[src/rtl/key_debounce_pkg.sv]
// key_debounce_pkg: state encodings shared by the key debouncer files.
// DBNC_REPEAT_EN (see key_debounce.sv) does not change these encodings.
package key_debounce_pkg;

    localparam int unsigned DBNC_STATE_W = 2;

    typedef enum logic [DBNC_STATE_W-1:0] {
        DBNC_IDLE_S       = 2'd0,
        DBNC_WAIT_PRESS_S = 2'd1,
        DBNC_HELD_S       = 2'd2,
        DBNC_WAIT_REL_S   = 2'd3
    } dbnc_state_e;

endpackage

[src/rtl/key_debounce_if.sv]
// key_debounce_if: key pin, timer handshake and debounced key events.
// master = debouncer side, slave = pin/timer/consumer side.
interface key_debounce_if;

    logic KEY_RAW;
    logic TMR_DONE;
    logic START_TMR;
    logic KEY_LEVEL;
    logic PRESS;
    logic RELEASE;

    modport master (
        input  KEY_RAW, TMR_DONE,
        output START_TMR, KEY_LEVEL, PRESS, RELEASE
    );

    modport slave (
        output KEY_RAW, TMR_DONE,
        input  START_TMR, KEY_LEVEL, PRESS, RELEASE
    );

endinterface

[src/rtl/key_debounce_key_sync.sv]
// key_sync: SYNC_STAGES-deep synchronizer for the raw key pin, then polarity
// normalisation so key_s = 1 means pressed. Flops reset to the released level.
module key_sync #(
    parameter int unsigned SYNC_STAGES    = 2,
    parameter bit          KEY_ACTIVE_LOW = 1'b1
) (
    input  logic CLK,
    input  logic RST_N,
    input  logic KEY_RAW,
    output logic key_s
);

    logic [SYNC_STAGES-1:0] sync_q;

    always_ff @(posedge CLK or negedge RST_N) begin
        if (!RST_N) begin
            sync_q <= KEY_ACTIVE_LOW ? '1 : '0;
        end else begin
            sync_q <= {sync_q[SYNC_STAGES-2:0], KEY_RAW};
        end
    end

    assign key_s = sync_q[SYNC_STAGES-1] ^ KEY_ACTIVE_LOW;

endmodule

[src/rtl/key_debounce.sv]
// key_debounce: timer-windowed debouncer producing a clean level plus PRESS/RELEASE.
// Optional build macro DBNC_REPEAT_EN adds auto-repeat PRESS every REPEAT_TICKS windows.
module key_debounce
    import key_debounce_pkg::*;
#(
    parameter int unsigned SYNC_STAGES    = 2,
    parameter bit          KEY_ACTIVE_LOW = 1'b1,
    parameter int unsigned REPEAT_TICKS   = 8
) (
    input  logic          CLK,
    input  logic          RST_N,
    key_debounce_if.master dbnc
);

    if (SYNC_STAGES < 2) begin : g_bad_sync
        $error("SYNC_STAGES must be at least 2");
    end
    if (REPEAT_TICKS < 1) begin : g_bad_repeat
        $error("REPEAT_TICKS must be at least 1");
    end

    dbnc_state_e state;
    logic        key_s;
    logic        tmr_busy;
    logic        win_own;     // outstanding timer was started for the current window
    logic        start_tmr;
    logic        level_q;
    logic        press_q;
    logic        release_q;

`ifdef DBNC_REPEAT_EN
    localparam int unsigned CNT_W = (REPEAT_TICKS > 1) ? $clog2(REPEAT_TICKS) : 1;
    logic [CNT_W-1:0] rpt_cnt;
`endif

    key_sync #(
        .SYNC_STAGES   (SYNC_STAGES),
        .KEY_ACTIVE_LOW(KEY_ACTIVE_LOW)
    ) u_key_sync (
        .CLK    (CLK),
        .RST_N  (RST_N),
        .KEY_RAW(dbnc.KEY_RAW),
        .key_s  (key_s)
    );

    // START_TMR must be combinational: the timer only accepts a start while idle or
    // in its own pulse cycle, so restarts have to coincide with TMR_DONE.
    always_comb begin
        start_tmr = 1'b0;
        case (state)
            DBNC_WAIT_PRESS_S, DBNC_WAIT_REL_S:
                start_tmr = !win_own && (!tmr_busy || dbnc.TMR_DONE);
            DBNC_HELD_S: begin
`ifdef DBNC_REPEAT_EN
                start_tmr = !tmr_busy || dbnc.TMR_DONE;
`else
                start_tmr = !key_s && (!tmr_busy || dbnc.TMR_DONE);
`endif
            end
            default: start_tmr = 1'b0;
        endcase
    end

    always_ff @(posedge CLK or negedge RST_N) begin
        if (!RST_N) begin
            state     <= DBNC_IDLE_S;
            tmr_busy  <= 1'b0;
            win_own   <= 1'b0;
            level_q   <= 1'b0;
            press_q   <= 1'b0;
            release_q <= 1'b0;
`ifdef DBNC_REPEAT_EN
            rpt_cnt   <= '0;
`endif
        end else begin
            press_q   <= 1'b0;
            release_q <= 1'b0;
            if (start_tmr) begin
                tmr_busy <= 1'b1;
            end else if (dbnc.TMR_DONE) begin
                tmr_busy <= 1'b0;
            end

            case (state)
                DBNC_IDLE_S: begin
                    if (key_s) begin
                        state   <= DBNC_WAIT_PRESS_S;
                        win_own <= 1'b0;
                    end
                end
                DBNC_WAIT_PRESS_S: begin
                    if (win_own && dbnc.TMR_DONE) begin
                        if (key_s) begin
                            state   <= DBNC_HELD_S;
                            level_q <= 1'b1;
                            press_q <= 1'b1;
`ifdef DBNC_REPEAT_EN
                            rpt_cnt <= '0;
`endif
                        end else begin
                            state <= DBNC_IDLE_S;
                        end
                    end else if (start_tmr) begin
                        win_own <= 1'b1;
                    end
                end
                DBNC_HELD_S: begin
                    // A start issued in the release cycle belongs to the release window.
                    if (!key_s) begin
                        state   <= DBNC_WAIT_REL_S;
                        win_own <= start_tmr;
                    end
`ifdef DBNC_REPEAT_EN
                    else if (dbnc.TMR_DONE) begin
                        if (rpt_cnt == CNT_W'(REPEAT_TICKS - 1)) begin
                            press_q <= 1'b1;
                            rpt_cnt <= '0;
                        end else begin
                            rpt_cnt <= rpt_cnt + 1'b1;
                        end
                    end
`endif
                end
                DBNC_WAIT_REL_S: begin
                    if (win_own && dbnc.TMR_DONE) begin
                        if (!key_s) begin
                            state     <= DBNC_IDLE_S;
                            level_q   <= 1'b0;
                            release_q <= 1'b1;
                        end else begin
                            state <= DBNC_HELD_S;
`ifdef DBNC_REPEAT_EN
                            rpt_cnt <= '0;
`endif
                        end
                    end else if (start_tmr) begin
                        win_own <= 1'b1;
                    end
                end
                default: begin
                    state     <= DBNC_IDLE_S;
                    win_own   <= 1'b0;
                    level_q   <= 1'b0;
                    press_q   <= 1'b0;
                    release_q <= 1'b0;
                end
            endcase
        end
    end

    assign dbnc.START_TMR = start_tmr;
    assign dbnc.KEY_LEVEL = level_q;
    assign dbnc.PRESS     = press_q;
    assign dbnc.RELEASE   = release_q;

endmodule
[src/flat_wrapper.sv]
// flat-port wrapper written by rule: the top's interface ports become plain ports
module key_debounce_flat import key_debounce_pkg::*;
#(
    parameter int unsigned SYNC_STAGES    = 2,
    parameter bit          KEY_ACTIVE_LOW = 1'b1,
    parameter int unsigned REPEAT_TICKS   = 8
)
  (CLK, RST_N, dbnc_KEY_RAW, dbnc_TMR_DONE, dbnc_START_TMR, dbnc_KEY_LEVEL, dbnc_PRESS, dbnc_RELEASE);
  key_debounce_if dbnc_i ();
  input  logic CLK;
  input  logic RST_N;
  input wire logic [$bits(dbnc_i.KEY_RAW)-1:0] dbnc_KEY_RAW;
  input wire logic [$bits(dbnc_i.TMR_DONE)-1:0] dbnc_TMR_DONE;
  output wire logic [$bits(dbnc_i.START_TMR)-1:0] dbnc_START_TMR;
  output wire logic [$bits(dbnc_i.KEY_LEVEL)-1:0] dbnc_KEY_LEVEL;
  output wire logic [$bits(dbnc_i.PRESS)-1:0] dbnc_PRESS;
  output wire logic [$bits(dbnc_i.RELEASE)-1:0] dbnc_RELEASE;
  assign dbnc_i.KEY_RAW = dbnc_KEY_RAW;
  assign dbnc_i.TMR_DONE = dbnc_TMR_DONE;
  assign dbnc_START_TMR = dbnc_i.START_TMR;
  assign dbnc_KEY_LEVEL = dbnc_i.KEY_LEVEL;
  assign dbnc_PRESS = dbnc_i.PRESS;
  assign dbnc_RELEASE = dbnc_i.RELEASE;
  key_debounce #(.SYNC_STAGES(SYNC_STAGES), .KEY_ACTIVE_LOW(KEY_ACTIVE_LOW), .REPEAT_TICKS(REPEAT_TICKS)) u_core (.CLK(CLK), .RST_N(RST_N), .dbnc(dbnc_i));
endmodule
[config.mk]
export PLATFORM = sky130hd
export DESIGN_NAME = key_debounce_flat
export DESIGN_NICKNAME = d
export VERILOG_FILES = /design/src/rtl/key_debounce_pkg.sv /design/src/rtl/key_debounce_if.sv /design/src/rtl/key_debounce_key_sync.sv /design/src/rtl/key_debounce.sv /design/src/flat_wrapper.sv
export SDC_FILE = /design/constraint.sdc
export NUM_CORES = 1
export LEC_CHECK = 0
export ABC_CLOCK_PERIOD_IN_PS = 1200
export CORE_AREA = 2 2 39 41
export CTS_CLUSTER_DIAMETER = 80
export DETAILED_ROUTE_END_ITERATION = 8
export DIE_AREA = 0 0 41 43
export DONT_BUFFER_PORTS = 1
export HOLD_SLACK_MARGIN = 0.06
export SYNTH_ARGS = -nofsm -noshare
export SYNTH_HDL_FRONTEND = slang
export SYNTH_SLANG_ARGS = --single-unit
[constraint.sdc]
create_clock -name CLK -period 1.2 [get_ports CLK]
set_clock_uncertainty 0.15 [all_clocks]
set_input_delay 0.18 -clock CLK [delete_from_list [all_inputs] [get_ports CLK]]
set_output_delay 0.18 -clock CLK [all_outputs]
set_load 0.005 [all_outputs]
==> metrics.md, run 1 <==
| Metric | Value |
|---|---|
| Pin count of the biggest net entering global routing | `10` |
| Yosys warning total | `0` |
| Syn avg cell area | `12.6 sq um` |
| Top-count cell post-synth | `dfrtp_1` |
| Setup WS post-layout | `-0.382 ns` |
| Io pins | `8` |
| Top post-synthesis cells by count | `dfrtp_1 (7), dfstp_2 (2), inv_1 (2), nand2_1 (2), nand3_1 (2)` |
| Seq pwr share | `43.0%` |
| Final period utilization | `132%` |
| Status | `finished, violations left` |
| Final ANT Viol Nets | `0` |
| Top_reg_cell synth | `dfrtp_1` |
| Switching power | `0.403 mW` |
| Iter 0 DRT Violations | `2` |
| 1st-pass router iterations | `2` |
| Kind of end point of the critical path | `output port` |
| CTS Buffer Depth | `2` |
| Worst Hold Depth | `3` |
| Height of the die | `43 microns` |
| #FFs+latches synth | `9` |
| R2R cell count | `4` |
| FFs w/ async S/R, synth | `100%` |
| Endpoints failing setup | `6` |
| Final cell count without fillers | `61` |
| Post-synth top area share | `about 46%` |
| DRC viols | `0` |
| Clock tree sinks | `9` |
| Violated checks | `negative setup slack` |
| PD cells | `2180 nW/um^2` |
| Leak Pwr | `0.240 nW` |
| Logic pwr share | `a little under two fifths` |
| Vias in the first global route | `332` |
| EDFF count, synth | `0` |
| Power Total | `1.18 mW` |
| Hold crit path type | `in -> reg` |
| Crit-path max FO | `2` |
| Final min period | `1.58 ns` |
| Reg2Reg Launch Point | `u_core.u_key_sync.sync_q[1]` |
| Setup TNS | `-0.825 ns` |
| Port Buffers | `0` |
| RSZ-0062 raised after global routing | `true` |
| # Max-Cap Violations | `0` |
| Aggregate global routing overflow | `0` |
| GRT Total Usage | `11.8%` |
| Measured slew at the worst slew-check pin | `~0.41 ns` |
| Hold Startpoint | `dbnc_TMR_DONE` |
| Clock power share | `19.8%` |
| Mapped Cells | `30` |
| Share of cells above drive strength 1 | `46.7%` |
| # diodes | `0` |
| Critical Path Start Type | `flop` |
| Global-route wire length before repair | `1310 microns` |
| Final Max Slew Viols | `0` |
| Dpl hpwl | `approximately 520 microns` |
| Maximum vdd ir drop | `0.00106 V` |
| Die W | `41 microns` |
| Initial core utilization | `27.3%` |
| Final-stage net count | `50` |
| Fin util | `39.1%` |
| Antenna violations before repair | `0` |
| TritonCTS clock tree | `done` |
| Wire per inst | `12.7 microns` |
| Vias/cell | `4.44` |
| Post-synth top area cell | `dfrtp_1` |
| RR Endpoint | `u_core.dbnc.KEY_LEVEL` |
| P_int | `0.776 mW` |
| Placement Rows | `14` |
| Fin. Hold Viols | `0` |
| Hold WS | `0.0736 ns` |
| Die area | `1760 sq um` |
| CTS root buffer | `clkbuf_4` |
| Max Clk Rate | `~630 MHz` |
| Post-synth net total | `34` |
| Flop2flop setup slack | `-0.19 ns` |
| Netlist Area Pre-Place | `378 sq um` |
| Detailed-route via count | `271` |
| CTS buffer count | `3` |
| Drt total wl | `between 700 and 800 microns` |
| Clock transition at path regs | `~0.060 ns` |
| Worst EP arrival | `1.25 ns` |
| Relative slew slack | `72.9%` |
| Synth top area cells | `dfrtp_1 (46%), dfstp_2 (14%), nand4_2 (3.3%), buf_6 (3.0%), mux2_2 (3.0%)` |
| Area growth syn-to-layout | `43.0%` |
| H-tree levels | `1` |
| Kind of critical path | `reg -> out` |
| CP required | `0.87 ns` |
| Gp weighted congestion | `0.702` |
| Hold EP | `u_core.dbnc.RELEASE` |
| Dpl cells | `51` |
| Sequential fraction of the synthesis area | `60.3%` |
| Core area | `1380 sq um` |
| Sw Ratio | `34.2%` |
| Clk_lat worst skew | `0.26 ns` |
| Post-synthesis cell type count | `20` |
worst max-delay path, stage by stage, from the launching register on:
cell	delay [ns]
dfstp_2	0.54
nand2_2	0.05
mux2_4	0.28
a21oi_4	0.12
cells by family (layout without fill, tap and decap cells):
group	count (synthesis)	in the layout	share of synthesized area, %
compound gates	6	6	11.9
flops	9	9	60.3
simple gates	9	9	14.9
xor+xnor	1	1	2.32
mux	2	2	5.63
buf+inv	3	18	4.97
final cells by class:
class	count	area, sq um
inverters	2	7.51
fillers	136	843
well taps	16	20.0
repair buffers	12	101
clock inverters	1	5.00
clock buffers	3	22.5
flip-flops and latches	9	228
multi-input cells	18	156
layout by cell type (no fill, tap or decap):
cell type	count
a21oi_4	1
nand2b_1	1
nor2_2	1
a211o_1	1
xnor2_1	1
dfrtp_1	7
o211ai_1	1
o21a_1	1
and2_0	1
nor3_2	1
mux2_4	1
dfstp_2	2
buf_4	8
nand3_1	2
buf_6	1
clkinv_2	1
dlygate4sd3_1	3
mux2i_1	1
a21boi_0	1
clkbuf_4	3
nand4_4	1
nand2_1	1
inv_1	2
nand2_2	1
o21ai_0	1
per-layer routing:
| layer | up-vias | track usage, % | part of all wire, % |
|---|---|---|---|
| met5 | - | 0 | 0 |
| met4 | 0 | 2.00 | 0 |
| met3 | 0 | 9.42 | 7.1 |
| met2 | 7 | 17.2 | 53 |
| met1 | 133 | 13.2 | 39 |
| li1 | 131 | - | - |
repair_timing:
item | 4_1_cts | 5_1_grt
hold endpoints to repair | 12 | 0
pin swaps | 3 | 3
gates cloned | 0 | 0
hold buffers | 3 | 0
setup buffers | 2 | 1
endpoints found under the setup margin | 3 | 6
resized for setup | 2 | 2
stage by stage:
stage	cell area (sq um)	setup WS, ns
2_1_floorplan	384	-0.183
3_3_place_gp	438	-0.117
3_5_place_dp	438	-0.131
4_1_cts	523	-0.392
5_1_grt	541	-0.434
6_report	541	-0.382
power by group through the flow:
stage / registers, mW / logic [mW] / clock network (mW)
floorplan: 0.493 / 0.223 / 0
global placement: 0.494 / 0.350 / 0
detailed placement: 0.497 / 0.365 / 0
CTS: 0.501 / 0.406 / 0.243
global route: 0.519 / 0.482 / 0.276
finish: 0.507 / 0.438 / 0.234
worst max path at each step:
stage                                 from             end  slack [ns]  depth (start not counted)
6_report       u_core.u_key_sync.sync_q[1]  dbnc_START_TMR       -0.38                          3
5_1_grt        u_core.u_key_sync.sync_q[1]  dbnc_START_TMR       -0.43                          3
4_1_cts        u_core.u_key_sync.sync_q[1]  dbnc_START_TMR       -0.39                          3
3_5_place_dp   u_core.u_key_sync.sync_q[1]  dbnc_START_TMR       -0.13                          3
3_3_place_gp   u_core.u_key_sync.sync_q[1]  dbnc_START_TMR       -0.12                          3
2_1_floorplan  u_core.u_key_sync.sync_q[1]  dbnc_START_TMR       -0.18                          4
Note: power is estimated with default switching activity, not from simulation.
==> run 2: changes to the inputs <==
- ABC_CLOCK_PERIOD_IN_PS: 1200 -> 1700
- clock period: 1.2 -> 1.7 ns (I/O delays scaled with it)
==> metrics.md, run 2 (synthesis results as in run 1) <==
| Metric | Value |
|---|---|
| Power Total | `0.724 mW` |
| Leak Pwr | `0.202 nW` |
| Initial core utilization | `a little over a quarter` |
| Antenna violations before repair | `0` |
| H-tree levels | `1` |
| Crit-path cells | `nand2_2 -> mux2_4 -> a21oi_2` |
| Kind of critical path | `reg -> out` |
| Commonest non-fill, non-tap cells in the layout | `dfrtp_1 (7), clkbuf_4 (3)` |
| Port Buffers | `0` |
| Status | `finished, final reports clean` |
| CTS buffer count | `3` |
| Wire per inst | `11.4 microns` |
| Height of the die | `~43 microns` |
| # fillers | `143` |
| R2R cell count | `4` |
| Fin. Hold Viols | `0` |
| Critical Path Start Type | `flop` |
| Iter 0 DRT Violations | `3` |
| Final-stage net count | `42` |
| Final period utilization | `~97%` |
| Hold WS | `0.0659 ns` |
| Final min period | `1.65 ns` |
| Aggregate global routing overflow | `0` |
| GRT Total Usage | `a little under a tenth` |
| Area growth syn-to-layout | `20.2%` |
| CTS root buffer | `clkbuf_4` |
| Endpoints failing setup | `0` |
| Die W | `just over 40 microns` |
| Placement Rows | `14` |
| Commonest non-fill, non-tap cell in the layout | `dfrtp_1` |
| Vias/cell | `between 4 and 5` |
| Relative slew slack | `73.1%` |
| DRC viols | `0` |
| Clock tree sinks | `9` |
| Worst path slowest cell | `dfstp_2` |
| Critical path startpoint | `u_core.u_key_sync.sync_q[1]` |
| Reg2Reg Launch Point | `u_core.u_key_sync.sync_q[1]` |
| Core area | `around 1400 sq um` |
| TritonCTS clock tree | `done` |
| # Max-Cap Violations | `0` |
| CTS Buffer Depth | `2` |
| Global-route wire length before repair | `1090 microns` |
| Final Max Slew Viols | `0` |
| Max Clk Rate | `607 MHz` |
| CP required | `about 1.3 ns` |
| Clock transition at path regs | `0.06 ns` |
| # diodes | `0` |
| Io pins | `8` |
| Pin count of the biggest net entering global routing | `10` |
| 1st-pass router iterations | `2` |
| Flop2flop setup slack | `about 0.26 ns` |
| Vias in the first global route | `274` |
| Detailed-route via count | `247` |
| Kind of end point of the critical path | `output port` |
| Drt total wl | `roughly 600 microns` |
| Share of cells above drive strength 1 | `32.4%` |
| Crit-path max FO | `2` |
| RR Endpoint | `u_core.dbnc.KEY_LEVEL` |
| Worst setup endpoint | `dbnc_START_TMR` |
| Max incr delay on CP | `0.53 ns` |
| RSZ-0062 raised after global routing | `true` |
| Final ANT Viol Nets | `0` |
| Worst EP arrival | `1.24 ns` |
| Die area | `1760 sq um` |
| PD cells | `1590 nW/um^2` |
| Gp weighted congestion | `0.736` |
| Hold crit path type | `in -> reg` |
| Measured slew at the worst slew-check pin | `0.402 ns` |
| Clk_lat worst skew | `0.25 ns` |
| Maximum vdd ir drop | `0.000501 V` |
## run 2: worst min path at each step
stage / end / startpoint / cells past startpoint
floorplan: asynchronous set/reset pin / RST_N / 0
global placement: asynchronous set/reset pin / RST_N / 0
detailed placement: asynchronous set/reset pin / RST_N / 0
CTS: u_core.tmr_busy / dbnc_TMR_DONE / 2
global route: u_core.tmr_busy / dbnc_TMR_DONE / 2
finish: u_core.tmr_busy / dbnc_TMR_DONE / 2
## run 2: through the flow
stage | setup slack, ns | setup TNS, ns | instance area (sq um) | std cells | utilization (%)
final | 0.0517 | 0 | 454 | 53 | 32.8
after detailed placement | 0.189 | 0 | 387 | 45 | 27.9
after CTS | 0.0198 | 0 | 440 | 52 | 31.8
after floorplan | 0.236 | 0 | 378 | 30 | -
after global routing | -0.00994 | -0.00994 | 454 | 53 | 32.8
after global placement | 0.201 | 0 | 387 | 45 | 27.9
## run 2: power by group
part	total (mW)	internal (mW)	leakage (nW)	switching [mW]
sequential	0.358	0.283	0.103	0.0750
combinational	0.207	0.114	0.0842	0.0930
clock	0.159	0.0901	0.0150	0.0689
## run 2: what timing repair did
item / in CTS / in global routing
endpoints found under the hold margin: 10 / 0
hold buffers: 2 / 0
setup buffers: 1 / 1
cloned: 0 / 0
setup endpoints to repair: 1 / 1
pin swaps: 0 / 0
resized for setup: 0 / 2
## run 2: routing by layer
metal,GRT usage [%],share of wire (%)
met5,0,0
met4,6.00,0
met3,3.66,3.0
met2,14.1,55
met1,10.5,41
## run 2: cell type report
cell class	instances	area, sq um	share of cell area (%)
sequential	9	228	50.1
inverter	2	7.51	1.65
multi-input combinational	18	138	30.3
clock buffer	4	26.3	5.79
timing repair buffer	4	35.0	7.71
tap	16	20.0	4.41
## run 2: critical path: cells and delay by family, from the launching register on
kind / cells / cell delay [ns]
AOI/OAI and AO/OA: 1 / 0.12
muxes: 1 / 0.28
DFF: 1 / 0.53
and+or+nand+nor: 1 / 0.06
==> run 3: changes to the inputs <==
- CTS_BUF_LIST: not set -> sky130_fd_sc_hd__clkbuf_4 sky130_fd_sc_hd__clkbuf_8
==> metrics.md, run 3 (synthesis results as in run 1) <==
| Metric | Value |
|---|---|
| Core area | `between 1000 and 1500 sq um` |
| Io pins | `8` |
| Die area | `roughly 1800 sq um` |
| DRC viols | `0` |
| Vias in the first global route | `274` |
| Power Total | `0.741 mW` |
| Share of cells above drive strength 1 | `between 30% and 40%` |
| Final-stage net count | `42` |
| Hold WS | `0.0659 ns` |
| Iter 0 DRT Violations | `3` |
| Kind of critical path | `reg -> out` |
| Worst path slowest cell | `dfstp_2` |
| Hold Startpoint | `dbnc_TMR_DONE` |
| Die W | `41 microns` |
| Clock transition at path regs | `approximately 0.060 ns` |
| R2R cell count | `4` |
| TritonCTS clock tree | `done` |
| Pin count of the biggest net entering global routing | `10` |
| Cell Area, Placed | `387 sq um` |
| Reg2Reg Launch Point | `u_core.u_key_sync.sync_q[1]` |
| Max Clk Rate | `around 610 MHz` |
| Commonest non-fill, non-tap cell in the layout | `dfrtp_1` |
| Worst Hold Depth | `2` |
| Leak Pwr | `0.205 nW` |
| RSZ-0062 raised after global routing | `true` |
| Setup WS post-layout | `~0.051 ns` |
| Measured slew at the worst slew-check pin | `slightly above 0.4 ns` |
| Setup TNS | `0 ns` |
| GRT Total Usage | `9.38%` |
| Final Max Slew Viols | `0` |
| CP required | `1.29 ns` |
| Wire per inst | `11.4 microns` |
| Relative slew slack | `about three quarters` |
| Status | `finished, final reports clean` |
| Commonest non-fill, non-tap cells in the layout | `dfrtp_1 (7), clkbuf_4 (4)` |
| Post-Layout Inst Area | `458 sq um` |
| Critical Path Start Type | `flop` |
| H-tree levels | `1` |
| Crit-path max FO | `2` |
| # Max-Cap Violations | `0` |
| Maximum vdd ir drop | `0.000504 V` |
| Hold crit path type | `in -> reg` |
| 1st-pass router iterations | `2` |
| Worst EP arrival | `1.24 ns` |
| CTS Buffer Depth | `2` |
| Crit-path cells | `nand2_2 -> mux2_4 -> a21oi_2` |
| Clk_lat worst skew | `0.25 ns` |
| Drt total wl | `606 microns` |
| CTS buffer count | `3` |
| Gp weighted congestion | `between 0.7 and 0.8` |
| Port Buffers | `0` |
| CTS root buffer | `clkbuf_4` |
| Area growth syn-to-layout | `21.2%` |
| Vias/cell | `4.66` |
| Final min period | `around 1.6 ns` |
| Detailed-route via count | `247` |
| Height of the die | `43 microns` |
| Placement Rows | `14` |
| Flop2flop setup slack | `0.26 ns` |
| Hold EP | `u_core.tmr_busy` |
| Aggregate global routing overflow | `0` |
| PD cells | `around 1600 nW/um^2` |
| Initial core utilization | `27.3%` |
| Max incr delay on CP | `0.53 ns` |
| Fin. Hold Viols | `0` |
| Dpl ws | `between 0.15 and 0.2 ns` |
| RR Endpoint | `u_core.dbnc.KEY_LEVEL` |
| Final ANT Viol Nets | `0` |
| Antenna violations before repair | `0` |
| Clock tree sinks | `9` |
| Global-route wire length before repair | `roughly 1100 microns` |
| Final period utilization | `97.0%` |
| Endpoints failing setup | `0` |
| # diodes | `0` |
| Kind of end point of the critical path | `output port` |
[run 3: changes by cell type in the layout (fill, tap and decap cells not counted)]
cell      change
clkbuf_1      -1
clkbuf_4      +1
[run 3: routing by layer]
layer / wire, microns / GRT usage (%) / share of wire (%)
met4: 0 / 6.00 / 0
met2: 335 / 14.1 / 55
met3: 18 / 3.66 / 3.0
met5: 0 / 0 / 0
met1: 253 / 10.5 / 42
[run 3: worst max-delay path by stage]
stage                     end  slack, ns                        start  cells past startpoint
3_3_place_gp   dbnc_START_TMR       0.20  u_core.u_key_sync.sync_q[1]                      3
3_5_place_dp   dbnc_START_TMR       0.19  u_core.u_key_sync.sync_q[1]                      3
6_report       dbnc_START_TMR       0.05  u_core.u_key_sync.sync_q[1]                      3
4_1_cts        dbnc_START_TMR       0.02  u_core.u_key_sync.sync_q[1]                      3
5_1_grt        dbnc_START_TMR     -0.009  u_core.u_key_sync.sync_q[1]                      3
2_1_floorplan  dbnc_START_TMR       0.24  u_core.u_key_sync.sync_q[1]                      4
[run 3: cell type report]
cell class	instances	area, sq um
timing repair buffer	4	35.0
sequential	9	228
multi-input combinational	18	138
inverter	2	7.51
tap	16	20.0
fill	145	926
clock buffer	4	30.0
[run 3: worst max-delay path, delay by kind of cell, from the launching register on]
family | cells | cell delay (ns)
compound gates | 1 | 0.12
flops | 1 | 0.53
mux | 1 | 0.28
simple gates | 1 | 0.06
[run 3: timing repair]
action	in CTS	in global routing
setup buffers	1	1
resized for setup	0	2
endpoints found under the setup margin	1	1
hold endpoints to repair	10	0
hold buffers	2	0
gates cloned	0	0
[run 3: through the flow]
| stage | utilization [%] | instances |
|---|---|---|
| floorplan | - | 30 |
| global placement | 27.9 | 45 |
| detailed placement | 27.9 | 45 |
| CTS | 32.1 | 52 |
| global route | 33.1 | 53 |
| finish | 33.1 | 53 |
[run 3: where the power goes]
group	total, mW	switching, mW	leakage, nW	internal (mW)
clock network	0.175	0.0693	0.0184	0.106
logic	0.207	0.0930	0.0842	0.114
registers	0.358	0.0750	0.103	0.283
